==> src/rtl/seq_pattern_serial_tx.sv <==
// seq_pattern_serial_tx: bit-serial repeating pattern transmitter with idle gaps, valid/ready output and abort
module seq_pattern_serial_tx #(
  parameter int               PAT_W   = 5,
  parameter logic [PAT_W-1:0] PATTERN = 5'b11011,
  parameter int               GAP     = 2
) (
  input  logic       clk,
  input  logic       rst,
  input  logic       start,
  input  logic [7:0] repeat_cnt,
  input  logic       abort,
  input  logic       out_ready,
  output logic       out,
  output logic       out_valid,
  output logic       busy,
  output logic       frame_done,
  output logic       all_done,
  output logic [7:0] frames_sent
);
  localparam int IW = $clog2(PAT_W);
  localparam logic [IW-1:0] TOP = IW'(PAT_W - 1);
  typedef enum logic [1:0] {ST_IDLE, ST_SEND, ST_GAP} state_t;
  state_t state, state_n;
  logic [IW-1:0] idx, idx_n, idx_dec;
  logic [3:0] gcnt, gcnt_n;
  logic [7:0] reps, reps_n, fs_n, fs_inc;
  logic out_n, ov_n, fd_n, ad_n;
  assign idx_dec = idx - IW'(1);
  assign fs_inc = frames_sent + 8'd1;
  // state and all outputs are registered; rst clears everything
  always_ff @(posedge clk) begin
    if (rst) begin
      state       <= ST_IDLE;
      idx         <= '0;
      gcnt        <= '0;
      reps        <= '0;
      frames_sent <= '0;
      out         <= 1'b0;
      out_valid   <= 1'b0;
      busy        <= 1'b0;
      frame_done  <= 1'b0;
      all_done    <= 1'b0;
    end else begin
      state       <= state_n;
      idx         <= idx_n;
      gcnt        <= gcnt_n;
      reps        <= reps_n;
      frames_sent <= fs_n;
      out         <= out_n;
      out_valid   <= ov_n;
      busy        <= state_n != ST_IDLE;
      frame_done  <= fd_n;
      all_done    <= ad_n;
    end
  end
  // next-state and next-output decode; abort takes priority over start and over an LSB transfer
  always_comb begin
    state_n = state;
    idx_n   = idx;
    gcnt_n  = gcnt;
    reps_n  = reps;
    fs_n    = frames_sent;
    out_n   = out;
    ov_n    = out_valid;
    fd_n    = 1'b0;
    ad_n    = 1'b0;
    case (state)
      ST_IDLE: begin
        out_n = 1'b0;
        ov_n  = 1'b0;
        if (start && !abort && repeat_cnt != 8'd0) begin
          state_n = ST_SEND;
          reps_n  = repeat_cnt;
          fs_n    = 8'd0;
          idx_n   = TOP;
          out_n   = PATTERN[PAT_W-1];
          ov_n    = 1'b1;
        end
      end
      ST_SEND: begin
        if (abort) begin
          state_n = ST_IDLE;
          out_n   = 1'b0;
          ov_n    = 1'b0;
        end else if (out_ready) begin
          if (idx != '0) begin
            idx_n = idx_dec;
            out_n = PATTERN[idx_dec];
          end else begin
            fs_n = fs_inc;
            fd_n = 1'b1;
            if (fs_inc == reps) begin
              ad_n    = 1'b1;
              state_n = ST_IDLE;
              out_n   = 1'b0;
              ov_n    = 1'b0;
            end else if (GAP > 0) begin
              state_n = ST_GAP;
              gcnt_n  = 4'(GAP - 1);
              out_n   = 1'b0;
              ov_n    = 1'b0;
            end else begin
              idx_n = TOP;
              out_n = PATTERN[PAT_W-1];
            end
          end
        end
      end
      ST_GAP: begin
        if (abort) begin
          state_n = ST_IDLE;
          out_n   = 1'b0;
          ov_n    = 1'b0;
        end else if (gcnt == 4'd0) begin
          state_n = ST_SEND;
          idx_n   = TOP;
          out_n   = PATTERN[PAT_W-1];
          ov_n    = 1'b1;
        end else begin
          gcnt_n = gcnt - 4'd1;
        end
      end
      default: begin
        state_n = ST_IDLE;
        out_n   = 1'b0;
        ov_n    = 1'b0;
      end
    endcase
  end
endmodule
==> config.mk <==
export PLATFORM = sky130hd
export DESIGN_NAME = seq_pattern_serial_tx
export DESIGN_NICKNAME = d
export VERILOG_FILES = /design/src/rtl/seq_pattern_serial_tx.sv
export SDC_FILE = /design/constraint.sdc
export NUM_CORES = 1
export LEC_CHECK = 0
export CORE_MARGIN = 4
export CORE_UTILIZATION = 48
export DETAILED_ROUTE_END_ITERATION = 12
export HOLD_SLACK_MARGIN = 0.15
export PLACE_DENSITY = 0.73
export SETUP_SLACK_MARGIN = 0.15
export SYNTH_ARGS = -nofsm -noshare
export SYNTH_HDL_FRONTEND = slang
export SYNTH_SLANG_ARGS = --single-unit
==> constraint.sdc <==
create_clock -name clk -period 1.94 [get_ports clk]
set_input_delay 0.388 -clock clk [delete_from_list [all_inputs] [get_ports clk]]
set_output_delay 0.388 -clock clk [all_outputs]
set_load 0.02 [all_outputs]
Yosys cells after proc, flatten, opt, wreduce, memory -nomap -nowiden

Memory sizes are Yosys's and may differ from the RTL's.
Cells that the tools add are included.

Flip-flop bits (word level): 30
Word-level logic and storage cells: 92
Memories: 1
Bits in read-only memories: 8
Output and inout bits: 13
Input bits: 13

Bitwise operators: 2
Order comparisons: 1
Reduce and logical (&&, ||, !) cells: 19
Eq/ne operators: 15
Add/subtract/negate cells: 3
Mux-type cells: 41

Memory list:

| memory           | depth | bits a word | read ports | clocked after memory_dff | write ports | RTL line | RTL |
|---|---|---|---|---|---|---|---|
| (name not given) | 8     | 1           | 1          | 0                        | 0           | 88       | `out_n = PATTERN[idx_dec];` |

Operators with widths:

| cell                                                        | number |
|---|---|
| 2-to-1 mux 8 bit                                            | 4 |
| 2-to-1 mux 4 bit                                            | 6 |
| 2-to-1 mux 3 bit                                            | 6 |
| != test 2 bit (second input constant)                       | 9 |
| one-hot mux 8 bit (2 select lines)                          | 1 |
| 2-to-1 mux 2 bit                                            | 7 |
| AND reduction 7 bit                                         | 2 |
| 2-to-1 mux 1 bit                                            | 12 |
| != test 3 bit (second input constant)                       | 3 |
| one-hot mux 3 bit (3 select lines)                          | 1 |
| adder 8 x 1 -> 8 bit (second input constant)                | 1 |
| equality test 8 bit                                         | 1 |
| one-hot mux 4 bit (2 select lines)                          | 1 |
| nonzero test 8 bit                                          | 1 |
| one-hot mux 1 bit (3 select lines)                          | 2 |
| one-hot mux 2 bit (3 select lines)                          | 1 |
| nonzero test 2 bit                                          | 3 |
| nonzero test 3 bit                                          | 2 |
| AND reduction 5 bit                                         | 1 |
| OR reduction 5 bit                                          | 1 |
| zero test 4 bit                                             | 1 |
| less-than comparator 3 x 4 -> 1 bit (second input constant) | 1 |
| AND reduction 2 bit                                         | 2 |
| OR reduction 4 bit                                          | 1 |
| other kinds (9)                                             | 11 |

Longest topological paths before layout

Gate-level depths: netlist (run 1).

Depth after elaboration: 8
Mapped depth: 8
Gate-level depth less buffers: 8

Worst setup path after synthesis (run 1)

OpenSTA, ideal clock, no wires.

Path type: register to register
Start point: reg frames_sent[0]
End point: reg gcnt[0]
Period minus slack after synthesis: 2175 ps
Stages on the path, launching flop included: 8
Arrival: 2055 ps
Data required time: 1820 ps
Setup time: 120 ps
Path slack: -235 ps
Buffers on the path: 0
Cells stage by stage: dfxtp_1 -> ha_1 -> nand2_1 -> nor3_2 -> o22ai_1 -> a31o_2 -> a2111o_1 -> o31a_1

Word-level cells in the longest chain between the ends: 4

RTL lines:

| what                                 | RTL line | RTL |
|---|---|---|
| from (decl)                          | 18       | `output logic [7:0] frames_sent` |
| from (signal assigned)               | 48       | `frames_sent <= fs_n;` |
| adder 8 x 1 -> 8 bit                 | 29       | `assign fs_inc = frames_sent + 8'd1;` |
| equality test 8 bit                  | 92       | `if (fs_inc == reps) begin` |
| != test 2 bit (no source line)       | n/a      |  |
| AND reduction 7 bit (no source line) | n/a      |  |
| to (signal assigned)                 | 46       | `gcnt <= gcnt_n;` |
| to (decl)                            | 25       | `logic [3:0] gcnt, gcnt_n;` |

Every way passes these cells.
A chain may end at the register's enable or synchronous reset.

Final worst setup path (run 1)

Start point: reg frames_sent[1]
End point: reg gcnt[0]

Same word-level chain as after synthesis.

==> results.toml, run 1 <==
[worst_setup_path]
arrival_ps = 2210
worst_r2r_path_depth = 7
cpPeakStageDelay_ps = 410
path_cells = "ha_4 -> xor2_1 -> o2111ai_1 -> o21ai_1 -> a31o_2 -> a2111o_1 -> o31a_1"
cp-end-kind = "register"
critPathSlowestCell = "a2111o_1"
critPathKind = "register to register"
cp_num_buf_inv = 0
critPathTopFamily = "compound AO/OA/AOI/OAI gates"
r2r_slack_ps = -40
crit_path_start_kind = "register"
reg2reg_to = "gcnt[0]"
crit_start = "frames_sent[1]"
crit_path_max_fanout = 7
reg2reg_from = "frames_sent[1]"
worstPathRequired_ps = 2180

[sta]
clock_skew_ps = 11.8
setup_viol = 2
drv_slew = 0
worst_slack_ps = -38.9
worst_hold_slack_ps = 306
relSlewSlack = 0.728
finalHoldViolations = 0
post-route-period-util = 1.02
rsz0062_at_grt = "yes"
period_minus_slack_ps = 1980
worst_pin_slew_ps = 406
fmax_mhz = 505

[logic_synthesis]
syn_area_per_cell_um2 = 8.45
ys_ff_latch = 30
syn-instance-count = 204
netlist_area_um2 = 1720
yosysUniqueCellTypes = 53
synth_area_leaders = "dfxtp_1 (35%), nor2_1 (6.8%), mux2i_1 (4.6%), ha_1 (4.4%), a21oi_1 (4.1%)"
synth_largest_area_cell = "dfxtp_1"
synth-main-ff-cell = "dfxtp_1"
synthArstFlopShare = 0
syn_nets = 223
yosysTopAreaCellShare = 0.349
yosysSeqAreaShare = 0.349
synth-edff-count = 0
synth_warnings = 0

[power_and_ir_drop]
pwr-share-seq = 0.458
totalPowerFinal_uw = 1440
switchingPower_uw = 396
clkPwrFrac = 0.348
power_density_nw_per_um2 = 570
cellLeakagePower_uw = 0.00100
p_int_uw = 1040
pwr-share-comb = 0.194
ir_worst_vdd_v = 0.000405
switching_share = 0.276

[min_path]
hold_path_depth = 3
min_path_type = "input port to register"
hold_start = "repeat_cnt[4]"
min_to = "reps[4]"

[clock_network]
cts.clk_slew.worst_paths_ps = 110
cts_tree = "yes"
clockBufferDepth = 2
clk_latency_ps = 340
clkSinkCount = 30
cts-root-buf = "clkbuf_4"
cts_buffers = 5
cts_max_level = 2

[layout]
synthToLayoutAreaGrowth_pct = 46.2
post-route-util = 0.743
fillers = 238
nNetsFinal = 290
antenna_cells = 0
drive_above_1_share = 0.353

[route]
drtIter0Drc = 112
dr.pass1.iters = 4
wirelength_um = 4920
vias_per_cell = 5.59
route.vias.total = 1777
detail-route-antenna-nets = 0
wl_per_cell_um = 15.5
drc = 0

[floorplanning]
die_area_um2 = 4610
core_um2 = 3390
io_pins = 26
num_rows = 21
die_w_um = 67.9
die_h_um = 67.9
initial_core_util = 0.508

[placement]
dp_hpwl_um = 3410
port_buffers = 25
globalplace.congestion = 0.881

[global_routing]
grt_pass1_vias = 1583
globalRoute.totalOverflow = 0
antenna_found_initial = 0
grt_usage = 0.203
grt_start_max_net_pins = 14
grt_pass1_wl_um = 7070

[run_status]
violations = "negative setup slack"
status = "complete, but fails checks"

[run]
cap_violations = 0
-- metal layers --
metal | global-route usage | vias to the layer above | routed length [µm]
met5 | 0 | - | 0
met4 | 0.0769 | 0 | 71
met3 | 0.0394 | 9 | 243
met2 | 0.322 | 67 | 2370
met1 | 0.272 | 825 | 2240
li1 | - | 876 | -
-- cells in the mapped netlist, drive strengths merged, types with 3 or more instances --
master / instances
nor2b: 3
nand2: 8
dfxtp: 30
a31oi: 3
clkbuf: 4
mux2i: 8
nand3b: 4
xor2: 4
buf: 5
nor3: 8
xnor2: 7
a311oi: 3
nand3: 4
nand4: 3
ha: 6
o21ai: 11
and3: 3
inv: 6
nor2: 31
nor3b: 3
nand2b: 3
a21oi: 14
-- metrics by stage --
| step | setup TNS [ps] | instance area [µm²] | setup WS (ps) | cells |
|---|---|---|---|---|
| floorplan | 0 | 1760 | 74.8 | 204 |
| global placement | -6230 | 2260 | -331 | 297 |
| detailed placement | -7250 | 2260 | -462 | 297 |
| CTS | -48.3 | 2430 | -31.7 | 313 |
| global route | -321 | 2520 | -105 | 318 |
| finish | -67.4 | 2520 | -38.9 | 318 |
-- tightest hold or removal path, delay by kind of cell --
kind | cells | cell delay (ps)
buffers and inverters | 1 | 90
multiplexers | 1 | 60
AND/OR/NAND/NOR | 1 | 80
-- sequential cells by signal, summed over array words and instances, names as in the netlist, 2 cells and up --
signal	count
frames_sent	8
reps	8
gcnt	4
idx	3
state	2
-- layout by cell type (no fill, tap or decap), drive strengths merged, types with 4 or more instances in the layout --
cell	instances
nand3	4
o21ai	11
ha	6
xnor2	7
nand3b	4
clkdlybuf4s50	11
nor2	31
dlygate4sd2	7
nor3	8
dfxtp	30
mux2i	8
xor2	4
a21oi	14
clkbuf	9
inv	6
nand2	8
buf	44
-- layout make-up --
cell class	count	area, µm²	share of cell area
repair buffers	69	568	0.226
clock buffers	5	37.5	0.0149
flip-flops and latches	30	618	0.245
multi-input cells	159	1170	0.466
well taps	46	57.6	0.0229
inverters	6	22.5	0.00894
clock inverters	3	40.0	0.0159
-- what timing repair did --
action | CTS | global route
setup buffers | 8 | 5
hold buffers | 0 | 0
resized for setup | 33 | 27
endpoints found under the setup margin | 33 | 28
pin swaps | 12 | 13
-- worst max-delay path by stage --
stage / slack, ps / cells after the start / to
CTS: -30 / 7 / gcnt[0]
finish: -40 / 7 / gcnt[0]
global placement: -330 / 7 / frames_sent[3]
global route: -100 / 7 / gcnt[0]
floorplan: 70 / 7 / gcnt[0]
detailed placement: -460 / 7 / frames_sent[3]
-- kinds of logic (layout without fill, tap and decap cells) --
kind of cell | after synthesis | after routing | synth area share
flip-flops | 30 | 30 | 0.349
adder cells (fa/ha/maj) | 6 | 6 | 0.0436
AND/OR/NAND/NOR | 82 | 82 | 0.258
AO/OA/AOI/OAI | 52 | 52 | 0.200
buffers and inverters | 15 | 83 | 0.0428
XOR/XNOR | 11 | 11 | 0.0603
multiplexers | 8 | 8 | 0.0465
-- power by group through the flow --
stage                     registers, µW  clock network, µW  logic, µW
after floorplan                     670                  0        140
after global placement              670                  0        232
after detailed placement            671                  0        240
after CTS                           657                507        260
after global routing                661                535        302
final                               658                501        278
(Power assumes the default switching activity.)
==> run 2: changes to the inputs <==
Settings changed: ABC_CLOCK_PERIOD_IN_PS from default to 1940.
==> results of run 2 <==
The final DEF is identical to that of run 1; final timing and power are the same.
==> run 3: changes to the inputs <==
Settings changed: CAP_MARGIN from default to 20, CORE_UTILIZATION 48 to 25, PLACE_DENSITY 0.73 to 0.43.
==> run 3 against run 2 <==
Net effect:
- the flow still finishes with violations (negative setup slack)
- clock skew is 8.4 ps lower
- routed wire length grew 2.3%
- die area grew 80%
- power up 8.3%
- global-route usage is 7.7 points lower
- clock power grew 21%
- maximum frequency decreased by 0.23%
- critical path depth unchanged
- flip-flop and latch count unchanged
- sequential power about the same
- design area increased by 6.7%
- worst hold slack better by 48 ps
- largest power group unchanged
- highest routed layer unchanged
==> results.toml, run 3 (synthesized netlist as in run 1, its figures left out) <==
[layout]
layout_commonest_cell = "buf_4"
drive_above_1_share = 0.400
synthToLayoutAreaGrowth_pct = 56.0
area.sequential_um2 = 618
instances_no_fill = 357
multi_input_area_um2 = 1190
reg_top3 = "frames_sent (8), reps (8), gcnt (4)"
antenna_cells = 0
post-route-util = 0.411
layout_common_cells = "buf_4 (49), nor2_1 (27), dfxtp_1 (22)"
nNetsFinal = 298
fillers = 679

[worst_setup_path]
reg2reg_from = "frames_sent[1]"
cp-end-kind = "register"
cpPeakStageDelay_ps = 430
path_cells = "ha_4 -> xor2_1 -> o2111ai_1 -> o21ai_1 -> a31o_2 -> a2111o_1 -> o31a_1"
crit_path_start_kind = "register"
crit_path_max_fanout = 5
worstPathRequired_ps = 2120
critPathTopFamily = "compound AO/OA/AOI/OAI gates"
crit_start = "frames_sent[1]"
arrival_ps = 2160
reg2reg_to = "gcnt[0]"
crit_cells = 7
r2r_slack_ps = -40
critPathKind = "register to register"
worst_r2r_path_depth = 7
critPathSlowestCell = "a2111o_1"
cp_num_buf_inv = 0
crit_path_end = "gcnt[0]"

[route]
vias_per_cell = 4.88
drc = 0
wirelength_um = 5030
drtIter0Drc = 101
wl_per_cell_um = 14.1
detail-route-antenna-nets = 0
dr.pass1.iters = 4
route.vias.total = 1742

[power_and_ir_drop]
pwr-share-comb = 0.185
pwr-share-seq = 0.425
switchingPower_uw = 414
p_int_uw = 1140
cellLeakagePower_uw = 0.00112
ir_worst_vdd_v = 0.000289
clkPwrFrac = 0.391
power_density_nw_per_um2 = 579
switching_share = 0.266
totalPowerFinal_uw = 1560

[global_routing]
antenna_found_initial = 0
globalRoute.totalOverflow = 0
grt_pass1_wl_um = 8280
grt_start_max_net_pins = 14
grt_pass1_vias = 1655
grt_usage = 0.126
gr-usage-met2 = 0.183
grtUsageMet3 = 0.0264
grt_busiest_layer = "met2"
use_met1 = 0.181

[clock_network]
cts_max_level = 2
cts_buffers = 5
cts-root-buf = "clkbuf_8"
cts.clk_slew.worst_paths_ps = 70
clk_latency_ps = 280
clkSinkCount = 30
clockBufferDepth = 2
cts_tree = "yes"
hold_buffers = 0

[sta]
clock_skew_ps = 3.35
finalHoldViolations = 0
drv_slew = 0
period_minus_slack_ps = 1980
worst_pin_slew_ps = 334
fmax_mhz = 504
rsz0062_at_grt = "yes"
worst_slack_ps = -43.4
relSlewSlack = 0.776
setup_viol = 3
post-route-period-util = 1.02
worst_hold_slack_ps = 354

[floorplanning]
num_rows = 29
io_pins = 26
core_um2 = 6530
die_area_um2 = 8280
die_w_um = 91.0
initial_core_util = 0.264
die_h_um = 91.0

[placement]
dp_cells = 340
globalplace.congestion = 0.810
port_buffers = 25
dp_worst_setup_slack_ps = -451
dp_hpwl_um = 3720

[run_status]
violations = "negative setup slack"
status = "complete, but fails checks"

[run]
cap_violations = 0

[min_path]
min_path_type = "input port to register"
[run 3: changes by cell type in the layout (fill, tap and decap cells not counted), moves of 3 or more]
cell	before	now
buf_4	42	49
buf_6	1	4
clkbuf_4	5	0
clkbuf_8	0	8
dlygate4sd2_1	7	4
dlymetal6s2s_1	0	4
nor2_1	30	27
[run 3: per-layer routing]
layer / vias to the layer above / wire length, µm / part of all wire
met4: 0 / 59 / 0.012
met2: 40 / 2210 / 0.44
met3: 4 / 185 / 0.037
met5: - / 0 / 0
li1: 887 / - / -
met1: 811 / 2580 / 0.51
[run 3: worst min path at each step]
stage / startpoint / endpoint / slack [ps] / cells after the start
6_report: repeat_cnt[4] / reps[4] / 350 / 3
5_1_grt: repeat_cnt[4] / reps[4] / 390 / 3
4_1_cts: repeat_cnt[1] / reps[1] / 440 / 4
3_5_place_dp: out / out / 480 / 2
3_3_place_gp: out / out / 490 / 2
2_1_floorplan: reps[0] / reps[0] / 480 / 2
[run 3: final cells by class]
type                       instances  area share
inverter                           6     0.00931
tap                               77      0.0358
sequential                        30       0.230
clock buffer                       8      0.0410
timing repair buffer              77       0.239
multi-input combinational        159       0.445
[run 3: worst register-to-register path: stages (launching register included)]
cell and delay (ps):
dfxtp_4 360, ha_4 170, xor2_1 140, o2111ai_1 170
o21ai_1 100, a31o_2 230, a2111o_1 430, o31a_1 280
[run 3: power groups by stage]
stage	sequential [µW]	combinational (µW)	clock, µW
after floorplan	670	140	0
after detailed placement	672	257	0
final	660	287	608
after CTS	659	269	636
after global routing	664	317	660
after global placement	673	257	0
[run 3: what timing repair did]
action	4_1_cts	5_1_grt
buffers inserted	3	6
resized for setup	38	40
pin swaps	17	18
endpoints found under the setup margin	31	25
[run 3: through the flow]
| step | TNS, ps | area (µm²) |
|---|---|---|
| after floorplan | 0 | 1760 |
| after global placement | -9050 | 2380 |
| after detailed placement | -9460 | 2380 |
| after CTS | -184 | 2540 |
| after global routing | -404 | 2690 |
| final | -56.4 | 2690 |
